--- src/rtl/bp_me_bedrock_burst_monitor.sv ---
// bp_me_bedrock_burst_monitor
// Passive multi-channel BedRock burst checker. Each channel follows header and
// data handshakes, tracks outstanding beats, counts traffic and flags orphan
// beats, overlapping headers and long handshake stalls.
module bp_me_bedrock_burst_monitor #(
  parameter int num_channels_p  = 4,
  parameter int data_width_p    = 64,
  parameter int counter_width_p = 32,
  parameter int stall_limit_p   = 1024,
  localparam int SelW = (num_channels_p > 1) ? $clog2(num_channels_p) : 1
) (
  input  logic                         clk_i,
  input  logic                         reset_n_i,
  input  logic                         clear_i,
  input  logic [num_channels_p-1:0]    hdr_v_i,
  input  logic [num_channels_p-1:0]    hdr_ready_and_i,
  input  logic [num_channels_p-1:0]    hdr_has_data_i,
  input  logic [3*num_channels_p-1:0]  hdr_size_i,
  input  logic [num_channels_p-1:0]    data_v_i,
  input  logic [num_channels_p-1:0]    data_ready_and_i,
  input  logic [SelW-1:0]              sel_i,
  output logic [counter_width_p-1:0]   hdr_count_o,
  output logic [counter_width_p-1:0]   beat_count_o,
  output logic [num_channels_p-1:0]    busy_o,
  output logic [num_channels_p-1:0]    err_o,
  output logic [2*num_channels_p-1:0]  err_code_o
);

  localparam int LgBytesPerBeat = $clog2(data_width_p / 8);
  localparam int StallW = $clog2(stall_limit_p + 1);
  localparam logic [StallW-1:0] StallLimit = StallW'(stall_limit_p);
  localparam int NumSlots = 1 << SelW;

  typedef enum logic {IDLE, DATA} state_e;

  // Counter views padded to a power of two so out-of-range selects read zero
  logic [counter_width_p-1:0] hdrCnt  [NumSlots];
  logic [counter_width_p-1:0] beatCnt [NumSlots];

  // Beats in a message: bytes / bytes-per-beat, never fewer than one
  function automatic logic [7:0] beatsOf(input logic [2:0] size);
    if (int'(size) > LgBytesPerBeat) return 8'd1 << (int'(size) - LgBytesPerBeat);
    else return 8'd1;
  endfunction

  for (genvar c = 0; c < num_channels_p; c++) begin : g_ch
    state_e                     state_q, state_d;
    logic [7:0]                 rem_q, rem_d;
    logic [StallW-1:0]          stall_q, stall_d;
    logic [counter_width_p-1:0] hdrCnt_q, hdrCnt_d, beatCnt_q, beatCnt_d;
    logic                       err_q;
    logic [1:0]                 code_q;
    logic                       hdrFire, beatFire, stallCond;
    logic                       orphan, overlap, stallErr, anyErr;
    logic [7:0]                 msgBeats, remNew, remAfter;

    assign hdrFire   = hdr_v_i[c] & hdr_ready_and_i[c];
    assign beatFire  = data_v_i[c] & data_ready_and_i[c];
    assign stallCond = (hdr_v_i[c] & ~hdr_ready_and_i[c]) |
                       (data_v_i[c] & ~data_ready_and_i[c]);
    assign msgBeats  = hdr_has_data_i[c] ? beatsOf(hdr_size_i[3*c +: 3]) : 8'd0;
    assign remNew    = (msgBeats != 8'd0) ? (msgBeats - {7'd0, beatFire}) : 8'd0;
    assign remAfter  = rem_q - {7'd0, beatFire};

    // Burst FSM next state: a header landing on the final beat starts a fresh
    // message; one landing earlier is an overlap and replaces the old message
    always_comb begin
      state_d = state_q;
      rem_d   = rem_q;
      orphan  = 1'b0;
      overlap = 1'b0;
      case (state_q)
        IDLE: begin
          if (hdrFire) begin
            rem_d   = remNew;
            state_d = (remNew != 8'd0) ? DATA : IDLE;
          end else if (beatFire) begin
            orphan = 1'b1;
          end
        end
        DATA: begin
          if (!hdrFire) begin
            rem_d   = remAfter;
            state_d = (remAfter != 8'd0) ? DATA : IDLE;
          end else if (remAfter == 8'd0) begin
            rem_d   = msgBeats;
            state_d = (msgBeats != 8'd0) ? DATA : IDLE;
          end else begin
            overlap = 1'b1;
            rem_d   = remNew;
            state_d = (remNew != 8'd0) ? DATA : IDLE;
          end
        end
        default: begin
          state_d = IDLE;
          rem_d   = 8'd0;
        end
      endcase
    end

    // Stall run length and saturating traffic counters
    always_comb begin
      stall_d   = '0;
      stallErr  = 1'b0;
      if (stallCond) begin
        stall_d  = (stall_q == StallLimit) ? stall_q : stall_q + 1'b1;
        stallErr = (stall_q == StallLimit - 1'b1);
      end
      hdrCnt_d  = (hdrFire && hdrCnt_q != '1) ? hdrCnt_q + 1'b1 : hdrCnt_q;
      beatCnt_d = (beatFire && beatCnt_q != '1) ? beatCnt_q + 1'b1 : beatCnt_q;
      anyErr    = orphan | overlap | stallErr;
    end

    // Channel state register; clear behaves like reset but synchronously
    always_ff @(posedge clk_i or negedge reset_n_i) begin
      if (!reset_n_i) begin
        state_q   <= IDLE;
        rem_q     <= '0;
        stall_q   <= '0;
        hdrCnt_q  <= '0;
        beatCnt_q <= '0;
        err_q     <= 1'b0;
        code_q    <= 2'b00;
      end else if (clear_i) begin
        state_q   <= IDLE;
        rem_q     <= '0;
        stall_q   <= '0;
        hdrCnt_q  <= '0;
        beatCnt_q <= '0;
        err_q     <= 1'b0;
        code_q    <= 2'b00;
      end else begin
        state_q   <= state_d;
        rem_q     <= rem_d;
        stall_q   <= stall_d;
        hdrCnt_q  <= hdrCnt_d;
        beatCnt_q <= beatCnt_d;
        err_q     <= err_q | anyErr;
        if (!err_q && anyErr)
          code_q <= orphan ? 2'b01 : (overlap ? 2'b10 : 2'b11);
      end
    end

    assign busy_o[c]             = (state_q == DATA);
    assign err_o[c]              = err_q;
    assign err_code_o[2*c +: 2]  = code_q;
    assign hdrCnt[c]             = hdrCnt_q;
    assign beatCnt[c]            = beatCnt_q;
  end

  for (genvar s = num_channels_p; s < NumSlots; s++) begin : g_pad
    assign hdrCnt[s]  = '0;
    assign beatCnt[s] = '0;
  end

  // Registered readout of the selected channel's counters
  always_ff @(posedge clk_i or negedge reset_n_i) begin
    if (!reset_n_i) begin
      hdr_count_o  <= '0;
      beat_count_o <= '0;
    end else begin
      hdr_count_o  <= hdrCnt[sel_i];
      beat_count_o <= beatCnt[sel_i];
    end
  end

endmodule

--- config.mk ---
export PLATFORM = sky130hd
export DESIGN_NAME = bp_me_bedrock_burst_monitor
export DESIGN_NICKNAME = d
export VERILOG_FILES = /design/src/rtl/bp_me_bedrock_burst_monitor.sv
export SDC_FILE = /design/constraint.sdc
export NUM_CORES = 1
export LEC_CHECK = 0
export CORE_MARGIN = 2
export CORE_UTILIZATION = 45
export CTS_CLUSTER_DIAMETER = 50
export DETAILED_ROUTE_END_ITERATION = 8
export DONT_BUFFER_PORTS = 1
export GPL_TIMING_DRIVEN = 0
export SLEW_MARGIN = 0
export SYNTH_ARGS = -nofsm -noshare
export SYNTH_HDL_FRONTEND = slang
export SYNTH_SLANG_ARGS = --single-unit
--- constraint.sdc ---
create_clock -name clk_i -period 7.5 [get_ports clk_i]
set_clock_uncertainty 0.1 [all_clocks]
set_input_delay 1.875 -clock clk_i [delete_from_list [all_inputs] [get_ports clk_i]]
set_output_delay 1.875 -clock clk_i [all_outputs]
set_load 0.01 [all_outputs]
== Word level (Yosys, flattened, before mapping) ==
Cells that the tools add are included.

* $add $sub $neg: 24
* $mul: 0
* Div/mod/pow operators: 0
* Order comparisons: 5
* Equal/unequal tests: 24
* Shift-type cells: 4
* Multiplexer cells: 146
* Bitwise gates (word level): 45
* Reductions and logical operators: 44

{| class="wikitable"
|+ Operators by type and width
! operator !! count
|-
| 32-bit two-way mux || 20
|-
| 32-bit by 1-bit adder with 32-bit output, second input constant || 8
|-
| 32-bit != test, second input constant || 8
|-
| 8-bit two-way mux || 28
|-
| 11-bit two-way mux || 12
|-
| 32-bit binary-select mux with 2-bit select || 2
|-
| 1-bit by 32-bit << shifter with 8-bit output, first input constant || 4
|-
| 8-bit nonzero test || 12
|-
| 1-bit two-way mux || 64
|-
| 8-bit one-hot mux with 2 select lines || 4
|-
| 8-bit by 1-bit subtractor with 8-bit output || 8
|-
| 11-bit by 1-bit adder with 11-bit output, second input constant || 4
|-
| 11-bit by 10-bit == test with 1-bit output, second input constant || 4
|-
| 11-bit == test, second input constant || 4
|-
| 8-bit zero test || 4
|-
| 2-bit two-way mux || 12
|-
| 3-bit != test, second input constant || 8
|-
| 2-bit nonzero test || 12
|-
| 1-bit AND || 16
|-
| 1-bit bitwise OR || 16
|-
| 3-bit by 2-bit subtractor with 4-bit output, second input constant || 4
|-
| 3-bit by 2-bit > comparator with 1-bit output, second input constant || 4
|-
| 1-bit logical AND || 12
|-
| 1-bit inverter || 12
|-
| other kinds (4) || 10
|}

* Register bits after elaboration: 412
* Latch bits: 0
* Bits in writable memories: 0
* ROM bits: 0
* Bits of input ports: 37
* Logic and storage cells: 322
* Memories: 0

== Logic depth before layout (Yosys ltp) ==
* Word-level depth: 12
* Gate-level depth with buffers: 13
* Depth with buffers taken out: 12

== Worst setup path before layout ==
Ideal clock, no wire load.

* Path type: in2reg
* From: input port hdr_size_i[5]
* To: register g_ch[1].state_q
* Setup time: 136 ps
* Arrival time: 4,424 ps
* Data required time: 7,264 ps
* Path slack: 2,840 ps
* Stages on the path: 12
* Buffers on the path: 1
* Cell sequence: clkbuf_1 > inv_1 > ha_1 > nor2_1 > a211oi_1 > nand2b_1 > ha_1 > ha_1 > xnor2_1 > or4_1 > o41ai_1 > a21oi_1

* Longest elaborated chain between the ends: 12
* Elaborated cells on any way between the ends: 16
* Those cells by class: add/sub (2); order compare (1); shift (1); mux (10); reduce/logical (2)

{| class="wikitable"
|+ Ends and longest elaborated chain
! what !! RTL line !! RTL
|-
| from (decl) || 18 || <nowiki>input logic [3*num_channels_p-1:0] hdr_size_i,</nowiki>
|-
| 3-bit by 2-bit subtractor with 4-bit output || 42 || <nowiki>if (int'(size) > LgBytesPerBeat) return 8'd1 << (int'(size) - LgBytesPerBeat);</nowiki>
|-
| 1-bit by 32-bit << shifter with 8-bit output || 42 ||
|-
| 8-bit two-way mux (*) || 42 ||
|-
| 8-bit two-way mux (*) || 61 || <nowiki>assign msgBeats = hdr_has_data_i[c] ? beatsOf(hdr_size_i[3*c +: 3]) : 8'd0;</nowiki>
|-
| 8-bit by 1-bit subtractor with 8-bit output or 8-bit nonzero test (tied branches) || 62, 87 ||
|-
| 8-bit two-way mux || 62 || <nowiki>assign remNew = (msgBeats != 8'd0) ? (msgBeats - {7'd0, beatFire}) : 8'd0;</nowiki>
|-
| 8-bit nonzero test || 76, 91 ||
|-
| 1-bit two-way mux || 76, 91 ||
|-
| 1-bit two-way mux || 85 || <nowiki>end else if (remAfter == 8'd0) begin</nowiki>
|-
| 1-bit two-way mux || 82 || <nowiki>if (!hdrFire) begin</nowiki>
|-
| 1-bit one-hot mux with 2 select lines (*) || 72 || <nowiki>case (state_q)</nowiki>
|-
| 1-bit two-way mux (*) || 124 || <nowiki>end else if (clear_i) begin</nowiki>
|-
| to (signal assigned) || 133 || <nowiki>state_q <= state_d;</nowiki>
|-
| to (decl) || 47 || <nowiki>state_e state_q, state_d;</nowiki>
|}

Mark *: on every way between the ends. The rest lies on a longest branch, timed or not.
A chain may end at the register's enable or synchronous reset.

== Worst setup path after layout ==
* From: input port clear_i
* To: register g_ch[1].state_q

* Longest elaborated chain between the ends: 1

{| class="wikitable"
|+ Ends and longest elaborated chain
! what !! RTL line !! RTL
|-
| from (decl) || 14 || <nowiki>input logic clear_i,</nowiki>
|-
| 1-bit two-way mux || 124 ||
|}

No other way between the ends.

==> results.yml <==
critical_path:
  r2r-end: "g_ch[3].hdrCnt_q[25]"
  cp_max_fo: 10
  worstRegToRegCells: 9
  startpoint_type: "input port"
  regToRegSetupSlack_ns: 4.38
  r2r-start: "g_ch[3].hdrCnt_q[0]"
  cp.required_ns: 7.81
  endpoint_kind: "flop"
  setup.worst_path.class: "input port to flop"
  crit_arrival_ns: 5.32
power_and_ir_drop:
  p_sw_share_pct: 24.5
  leakagePower_nw: 10.6
  intPower_mw: 4.04
  vdd_ir_drop_max_mv: 0.170
  p_per_area_nw_per_um2: 202
  comb_power_share_pct: 7.0
  p_clk_share_pct: 50.4
  seqPwrFrac_pct: 42.6
  switching_power_mw: 1.31
cells_and_area:
  fillers: 4881
  area_growth_pct: 11.6
  final_cell_area_um2: 26500
  drive_above_1_share_pct: 8.02
  antenna_cells: 0
  final_util_pct: 50.6
  layout.nets: 2642
synthesis:
  yosys.area.top_type_share_pct: 43.4
  syn_inst: 2507
  yosys.cell_count.top_type: "dfrtp_1"
  ys_seq_area_share_pct: 43.4
  synth.distinct_cells: 87
  yosysTopAreaCell: "dfrtp_1"
  synth.area.top_cells: "dfrtp_1, mux4_2, xor2_1, nor2_1, xnor2_1"
  synthFlopType: "dfrtp_1"
  synth_nets: 2586
  synth-edff-count: 0
  netlist_area_um2: 23800
  synthTopCellsByCount: "dfrtp_1, nor2_1, nand2_1"
  synthArstFlopShare_pct: 100
  yosys_warnings: 0
  synth_seq_cells: 412
  syn_avg_cell_area_um2: 9.48
sta:
  setup_violations: 0
  final_max_slew_viol_count: 226
  finalCriticalPeriod_ns: 5.01
  period_share_pct: 66.8
  final.setup.worst_slack_ns: 2.49
  hold_viol_final: 0
  holdWs_ns: 0.396
  clock.fmax_mhz: 200
  max_slew_margin_pct: -42.6
  grt_setup_unrepaired: "no"
  final.setup.tns_ns: 0
  worstMarginPinSlew_ns: 2.14
hold_path:
  hold_path_class: "flop to flop"
  whs_path_depth: 1
  whs_endpoint: "g_ch[2].rem_q[0]"
  min_from: "g_ch[2].rem_q[0]"
routing:
  vias: 20100
  first_iter_violations: 2313
  wl_mm: 71.0
  drt-pass1-iter-count: 6
  drtAntennaViolNets: 0
  wire_per_inst_um: 21.6
  viasPerCell: 6.10
  remaining_drc_errors: 0
place:
  gp_congestion: 0.935
  placed_area_um2: 24600
  portBuffers: 0
  dp_slack_ns: 1.91
  hpwl_mm: 51.9
floorplan:
  ios: 117
  die_area_um2: 54700
  initial_core_util_pct: 45.4
  core_area_um2: 52300
  rows: 84
  die_w_um: 234
  die_y_um: 234
clock_tree:
  holdBufCountCts: 0
  insertion_delay_ns: 0.60
  clock_path_buffers: 3
  clock_sinks: 412
  cts_tree: "built"
  post_cts_buffers: 0
  htreeDepth: 2
  path_clk_slew_ns: 0.06
  clockRootBuffer: "clkbuf_16"
  post_cts_resized: 0
  cts_made_buffers: 54
grt:
  grt_overflow: 0
  grt_usage_pct: 26.1
  grt_start_max_net_pins: 413
  grt_pass1_vias: 19000
  antenna_found_initial: 2
  grt_pass1_wl_mm: 110
status:
  outcome: "complete, but fails checks"
  violations: "max-slew violations"
run:
  maxCapViolCount: 0
worst max-delay path, stage by stage:
cell and delay [ns]:
clkbuf_1 0.68, clkbuf_1 0.85, clkbuf_1 0.82, clkbuf_1 0.91
a21oi_1 0.14
per-layer routing:
metal	global-route usage, %	vias up	wire length [um]
met5	0	-	13
met4	8.50	2	2230
met3	5.08	137	5230
met2	41.1	741	32800
met1	36.2	10000	30700
li1	-	9224	-
through the flow:
step                      instances  power (mW)
after floorplan                2507        2.58
after global placement         3195        2.69
after detailed placement       3195        2.69
after CTS                      3294        5.40
after global routing           3294        5.54
final                          3294        5.35
cell families (layout without fill, tap and decap cells):
group | Yosys count | after routing | share of synthesized area (%)
simple gates | 1169 | 1169 | 25.6
flops | 412 | 412 | 43.4
compound gates | 366 | 366 | 9.65
xor+xnor | 244 | 244 | 8.99
buf+inv | 191 | 290 | 3.17
mux | 83 | 83 | 6.94
fa+ha+maj | 42 | 42 | 2.21
power by group through the flow:
stage          registers, mW  clock network (mW)  logic, mW
6_report                2.28                2.69      0.375
5_1_grt                 2.28                2.85      0.413
3_5_place_dp            2.32                   0      0.370
3_3_place_gp            2.32                   0      0.368
4_1_cts                 2.28                2.74      0.372
2_1_floorplan           2.31                   0      0.267
area by class of cell:
class	instances	area (um2)	share of cell area (%)
clock buffer	77	1600	6.03
multi-input combinational	1904	12700	47.9
inverter	74	278	1.05
clock inverter	22	290	1.10
tap	688	861	3.25
sequential	412	10300	38.9
buffer	117	474	1.79
flip-flops by register name (all words and copies together), names as in the netlist, 8 cells and up:
| register | flops |
|---|---|
| g_ch.beatCnt_q | 128 |
| g_ch.code_q | 8 |
| beat_count_o | 32 |
| g_ch.rem_q | 32 |
| hdr_count_o | 32 |
| g_ch.hdrCnt_q | 128 |
| g_ch.stall_q | 44 |
placed cells by master (no fill, tap or decap), types with 74 or more instances in the layout:
master and count:
a21oi_1 120, clkbuf_1 103, dfrtp_1 412, inv_1 74
nand2_1 184, nand3_1 137, nand4_1 98, nor2_1 315
nor3_1 88, o21ai_0 99, xnor2_1 108, xor2_1 136
worst max-delay path by stage:
stage | start | to | slack [ns] | cells after the start
finish | clear_i | g_ch[1].state_q | 2.49 | 5
global route | clear_i | g_ch[1].state_q | 2.47 | 5
CTS | clear_i | g_ch[1].state_q | 2.56 | 5
detailed placement | clear_i | g_ch[1].state_q | 1.91 | 5
global placement | clear_i | g_ch[1].state_q | 1.92 | 5
floorplan | hdr_size_i[5] | g_ch[1].state_q | 2.84 | 12
(Power assumes the default switching activity.)
